--- src/rtl/pulse_meter_if.sv ---
// Result channel of pulse_meter: one measured pulse per valid/ready transfer.
// The master drives the result; the slave returns ready.
interface pulse_meter_if #(
   parameter int WIDTH = 16
);
   logic             m_valid;
   logic             m_ready;
   logic [WIDTH-1:0] m_count;
   logic             m_overflow;

   modport master (
      output m_valid,
      output m_count,
      output m_overflow,
      input  m_ready
   );

   modport slave (
      input  m_valid,
      input  m_count,
      input  m_overflow,
      output m_ready
   );
endinterface

--- src/rtl/pulse_meter.sv ---
// Measures how many clock cycles a level stays high and reports each completed pulse.
// It holds one result; a result that arrives while that buffer is full is counted in dropped.
module pulse_meter #(
   parameter int WIDTH = 16
) (
   input  logic       clk,
   input  logic       reset,
   input  logic       sense,
   input  logic       clear,
   output logic       measuring,
   output logic [7:0] dropped,
   pulse_meter_if.master res
);

   typedef enum logic {IDLE, MEASURE} state_t;

   state_t           state;
   logic             sense_q;
   logic [WIDTH-1:0] count;
   logic             over;
   logic             complete;

   assign complete  = (state == MEASURE) && !sense;
   assign measuring = (state == MEASURE);

   always_ff @(posedge clk or negedge reset) begin
      if (!reset) begin
         state          <= IDLE;
         sense_q        <= 1'b1;
         count          <= '0;
         over           <= 1'b0;
         res.m_valid    <= 1'b0;
         res.m_count    <= '0;
         res.m_overflow <= 1'b0;
         dropped        <= '0;
      end else if (clear) begin
         // sense_q forced high so a level already high is not mistaken for a new edge
         state       <= IDLE;
         sense_q     <= 1'b1;
         res.m_valid <= 1'b0;
         dropped     <= '0;
      end else begin
         sense_q <= sense;
         case (state)
            IDLE: begin
               if (sense && !sense_q) begin
                  state <= MEASURE;
                  count <= WIDTH'(1);
                  over  <= 1'b0;
               end
            end
            MEASURE: begin
               if (sense) begin
                  if (count == '1) over <= 1'b1;
                  else             count <= count + WIDTH'(1);
               end else begin
                  state <= IDLE;
               end
            end
            default: state <= IDLE;
         endcase

         // A completion may refill the buffer on the same edge it is being drained
         if (complete) begin
            if (!res.m_valid || res.m_ready) begin
               res.m_valid    <= 1'b1;
               res.m_count    <= count;
               res.m_overflow <= over;
            end else if (dropped != 8'hFF) begin
               dropped <= dropped + 8'd1;
            end
         end else if (res.m_valid && res.m_ready) begin
            res.m_valid <= 1'b0;
         end
      end
   end

endmodule

--- src/flat_wrapper.sv ---
// flat-port wrapper written by rule: the top's interface ports become plain ports
module pulse_meter_flat 
#(
   parameter int WIDTH = 16
)
  (clk, reset, sense, clear, measuring, dropped, res_m_valid, res_m_count, res_m_overflow, res_m_ready);
  pulse_meter_if #(.WIDTH(WIDTH)) res_i ();
  input  logic clk;
  input  logic reset;
  input  logic sense;
  input  logic clear;
  output logic measuring;
  output logic [7:0] dropped;
  output wire logic [$bits(res_i.m_valid)-1:0] res_m_valid;
  output wire logic [$bits(res_i.m_count)-1:0] res_m_count;
  output wire logic [$bits(res_i.m_overflow)-1:0] res_m_overflow;
  input wire logic [$bits(res_i.m_ready)-1:0] res_m_ready;
  assign res_m_valid = res_i.m_valid;
  assign res_m_count = res_i.m_count;
  assign res_m_overflow = res_i.m_overflow;
  assign res_i.m_ready = res_m_ready;
  pulse_meter #(.WIDTH(WIDTH)) u_core (.clk(clk), .reset(reset), .sense(sense), .clear(clear), .measuring(measuring), .dropped(dropped), .res(res_i));
endmodule
--- config.mk ---
export PLATFORM = sky130hd
export DESIGN_NAME = pulse_meter_flat
export DESIGN_NICKNAME = d
export VERILOG_FILES = /design/src/rtl/pulse_meter_if.sv /design/src/rtl/pulse_meter.sv /design/src/flat_wrapper.sv
export SDC_FILE = /design/constraint.sdc
export NUM_CORES = 1
export LEC_CHECK = 0
export ABC_CLOCK_PERIOD_IN_PS = 2500
export CORE_MARGIN = 4
export CORE_UTILIZATION = 54
export DETAILED_ROUTE_END_ITERATION = 16
export GPL_TIMING_DRIVEN = 0
export HOLD_SLACK_MARGIN = 0.03
export PLACE_DENSITY = 0.79
export SETUP_SLACK_MARGIN = 0.4
export SYNTH_ARGS = -nofsm -noshare
export SYNTH_HDL_FRONTEND = slang
export SYNTH_SLANG_ARGS = --single-unit
export TNS_END_PERCENT = 100
--- constraint.sdc ---
create_clock -name clk -period 2.5 [get_ports clk]
set_input_delay 0.25 -clock clk [delete_from_list [all_inputs] [get_ports clk]]
set_output_delay 0.25 -clock clk [all_outputs]
set_load 0.01 [all_outputs]
After elaboration in Yosys (flattened, before gate mapping)
Cells that the tools add are included.
- flip-flop bits (word level): 45
- output and inout port bits: 27
- word-level logic and storage cells: 56
- add/sub/neg operators: 2
- eq/ne operators: 8
- mux-type cells: 21
- bitwise operators: 2
- reductions and logical operators: 15
- operators with widths (kind ; number):
    $mux 16 ; 3
    $mux 8 ; 4
    $pmux 16 s2 ; 1
    $add 16x1->16 const B ; 1
    $eq 16x16->1 const B ; 1
    $mux 1 ; 11
    $add 8x1->8 const B ; 1
    $ne 2x2->1 const B ; 4
    $ne 8x8->1 const B ; 1
    $reduce_and 4->1 ; 2
    $reduce_and 3->1 ; 2
    $pmux 1 s2 ; 2
    $reduce_bool 2->1 ; 2
    $logic_and 1x1->1 ; 3
    $logic_not 1->1 ; 3
    $ne 3x3->1 const B ; 1
    $reduce_bool 3->1 ; 1
    $ne 2x1->1 const B ; 1
    $not 1->1 ; 2
    $reduce_and 2->1 ; 1
    $logic_or 1x1->1 ; 1

Depth between registers and ports, before layout
- depth after elaboration: 5
- depth in mapped cells: 6
- mapped depth without buffers: 5

Worst setup path after synthesis
No wires, ideal clock.
- kind: reg-to-reg
- start point: reg u_core.count[0]
- end point: reg u_core.count[1]
- setup time: 122 ps
- arrival time: 1703 ps
- required time: 2378 ps
- setup slack: 675 ps
- stages on the path, launching flop included: 6
- cell sequence: dfrtp_1 > ha_1 > nand4_2 > or4_1 > buf_2 > a32o_1
- word-level cells in the longest chain between the ends: 4
- elaborated cells on any way between the ends: 7
- ends and longest elaborated chain (item ; line ; text):
    start: declaration ; pulse_meter.sv:19 ; logic [WIDTH-1:0] count;
    start signal: assignment ; pulse_meter.sv:55 ; else count <= count + WIDTH'(1);
    $add 16x1->16 ; pulse_meter.sv:55 ;
    $mux 16 ; pulse_meter.sv:54 ; if (count == '1) over <= 1'b1;
    $mux 16 ; pulse_meter.sv:53 ; if (sense) begin
    $pmux 16 s2 ; pulse_meter.sv:44 ; case (state)
Several ways; a longest one is shown, not always the timed one. The select of a mux whose other input is x is not followed.
A chain may end at the register's enable or synchronous reset.

Worst setup path in the final report
- start point: in sense
- end point: reg u_core.count[15]
- word-level cells in the longest chain between the ends: 3
- elaborated cells on any way between the ends: 4
- ends and longest elaborated chain (item ; line ; text):
    start: declaration ; flat_wrapper.sv:10 ; input logic sense;
    $logic_and 1x1->1 ; pulse_meter.sv:46 ; if (sense && !sense_q) begin
    $ne 2x1->1 (no line) ; n/a ;
    $reduce_and 4->1 (no line) (*) ; n/a ;
Every way passes the cells marked *; elsewhere a longest branch is shown, timed or not.

==> out/results.ini <==
[clocking]
cts_tree = built
cts_buffer_depth = 2
root_buffer = clkbuf_8
clk_latency_ns = 0.29
cts.reportedPaths.clkPinSlew_ns = 0.08
cts-buffers-inserted = 5
cts_sinks = 45
post_cts_buffers = 0
htreeDepth = 2

[timing]
whs_ns = 0.411
max_freq_mhz = 511
period_minus_slack_ns = 1.96
setup_viol = 0
post-route-period-util = 0.783
maxSlewHeadroom = 0.580
hold_violations = 0
fin_setup_tns_ns = 0
finalClockSkew_ns = 0.00322
rsz0062_at_grt = no
max_slew.worst_pin.slew_ns = 0.623
drv_slew = 0

[placement]
hpwl_um = 3440
gp_congestion = 0.886
port_buffers = 31

[worst_setup_path]
cp.required_ns = 2.68
cp-end-kind = flip-flop
r2r-start = u_core.count[0]
crit_start = sense
critPathLaunchType = input pin
arrival_ns = 2.14
crit_fanout = 6
crit_type = input pin to flip-flop

[worst_hold_path]
hold_class = input pin to asynchronous set/reset pin

[detailed_routing]
routedWlPerCell_um = 16.5
dr_wl_met2_um = 2370
vias = 1819
routed_wl_um = 4900
wirelength_met1_um = 2210
highest_layer = met4
drtIter0Drc = 229
antenna_left = 0
wl_met3_um = 258
post-route-drc-count = 0
drt_pre_antenna_iters = 4
via_per_inst = 6.15

[floorplanning]
core_area_sq_um = 3800
die_x_um = 72.0
die_h_um = 72.0
rows = 22
io_pins = 32
start_util = 0.582
dieArea_sq_um = 5180

[final_layout]
nNetsFinal = 254
final_layout_size_suffix_gt1_frac = 0.169
antenna_cells = 0
syn2layout_area_growth_pct = 24.6

[logic_synthesis]
yosysSeqAreaShare = 0.510
syn_avg_cell_area_sq_um = 10.7
synth-seq-cells = 45
netlist_instances = 207
synth.net_count = 214
synthDistinctLibCells = 42
ys.warnings.count = 0
syn_area_sq_um = 2210

[power]
p_leak_nw = 1.16
powerDensity_nw_per_um2 = 578
irDropWorstVdd_mv = 0.401

[global_route]
grt_antenna_before_repair = 0
grt_pass1_vias = 1818
grt_max_degree = 29
grtUsageTotal = 0.205
grt_pass1_wl_um = 8380
globalRoute.totalOverflow = 0

[run]
maxCapViolations = 0

[status]
status = completed

==> cells in the final DEF (no fill, tap or decap), types with 9 or more instances in the layout <==
cell / instances
buf_2: 9
a21oi_1: 12
dfrtp_1: 43
o21ai_0: 11
clkdlybuf4s50_1: 30
o31ai_1: 12
mux2_2: 17
nand3_1: 12
nand2_1: 13
==> worst max-delay path, stage by stage <==
cell,delay [ns]
clkdlybuf4s50_1,0.52
nor2b_1,0.24
o21ai_0,0.29
inv_1,0.24
nand2b_1,0.21
a221o_1,0.39
==> synthesized netlist by cell type <==
cell type	n	area, sq um
dfrtp_1	44	1100
mux2_2	17	191
nand2_1	13	48.8
o31ai_1	13	97.6
a21oi_1	12	60.1
nand3_1	12	60.1
o21ai_0	11	55.1
buf_2	8	40.0
nand4_1	6	37.5
nor2_1	6	22.5
or4_1	6	45.0
nor3_1	5	25.0
o211ai_1	5	37.5
inv_1	4	15.0
and2_1	3	18.8
and4_1	3	26.3
clkbuf_1	3	11.3
nand2b_1	3	18.8
or3_1	3	18.8
a31oi_1	2	12.5
a41oi_1	2	17.5
ha_1	2	25.0
mux2i_1	2	20.0
nand3b_1	2	15.0
nor4_1	2	12.5
o221ai_1	2	17.5
a211o_1	1	8.76
a21o_1	1	7.51
a221o_1	1	10.0
a32o_1	1	10.0
and3_1	1	6.26
buf_4	1	7.51
dfstp_2	1	26.3
nand4_2	1	12.5
nor2b_1	1	6.26
nor4bb_1	1	10.0
o22a_1	1	8.76
o311a_1	1	10.0
o41a_1	1	11.3
o41ai_1	1	8.76
or2_2	1	6.26
xor2_1	1	8.76
==> timing repair <==
item                       4_1_cts  5_1_grt
hold buffers                     1        0
hold endpoints to repair        17        0
setup endpoints to repair       12       15
cloned                           0        0
gates resized for setup          1        5
==> layer usage <==
metal	global-route usage	vias to the layer above
met1	0.271	883
li1	-	871
met2	0.333	58
met3	0.0471	7
met4	0.0710	0
met5	0	-
==> worst paths after layout <==
kind | cells past startpoint | slack [ns] | end
max in group asynchronous | 3 | 1.54 | u_core.sense_q
worst min register to register | 1 | 0.51 | u_core.res.m_count[8]
worst max register to register | 6 | 0.55 | u_core.count[3]
worst max-delay path | 6 | 0.54 | u_core.count[15]
worst min-delay path | 2 | 0.41 | u_core.res.m_count[10]
min in group clk | 1 | 0.51 | u_core.res.m_count[8]
==> cells by family after synthesis <==
logic type | after synthesis | synth area share
compound gates | 55 | 0.169
xor+xnor | 1 | 0.00396
fa+ha+maj | 2 | 0.0113
buf+inv | 16 | 0.0334
flops | 45 | 0.510
mux | 19 | 0.0957
simple gates | 69 | 0.177
==> layout make-up <==
type                       count  area, sq um
sequential                    45         1130
fill                         293         1040
multi-input combinational    146         1040
timing repair buffer          33          335
clock buffer                   7         86.3
tap                           48         60.1
buffer                        12         58.8
clock inverter                 1         30.0
inverter                       4         15.0
==> registers in the layout, summed over array words and instances, names as in the netlist <==
name	flops
u_core.count	16
u_core.res.m_count	16
u_core.dropped	8
u_core.measuring	1
u_core.over	1
u_core.res.m_overflow	1
u_core.res.m_valid	1
u_core.sense_q	1
==> per-stage QoR <==
step / power (mW) / cells / worst slack (ns) / utilization / area [sq um]
after CTS: 1.61 / 296 / 0.435 / 0.718 / 2730
after global placement: 1.02 / 286 / 0.000460 / 0.679 / 2580
final: 1.59 / 296 / 0.543 / 0.725 / 2750
after detailed placement: 1.04 / 287 / 0.249 / 0.683 / 2590
after floorplan: 0.923 / 207 / 0.675 / - / 2210
after global routing: 1.66 / 296 / 0.418 / 0.725 / 2750
==> power breakdown <==
part / total (mW) / internal [mW] / switching (mW)
Clock: 0.568 / 0.326 / 0.242
Sequential: 0.831 / 0.780 / 0.0509
Combinational: 0.192 / 0.109 / 0.0834
Power figures use the tool's default switching activity.
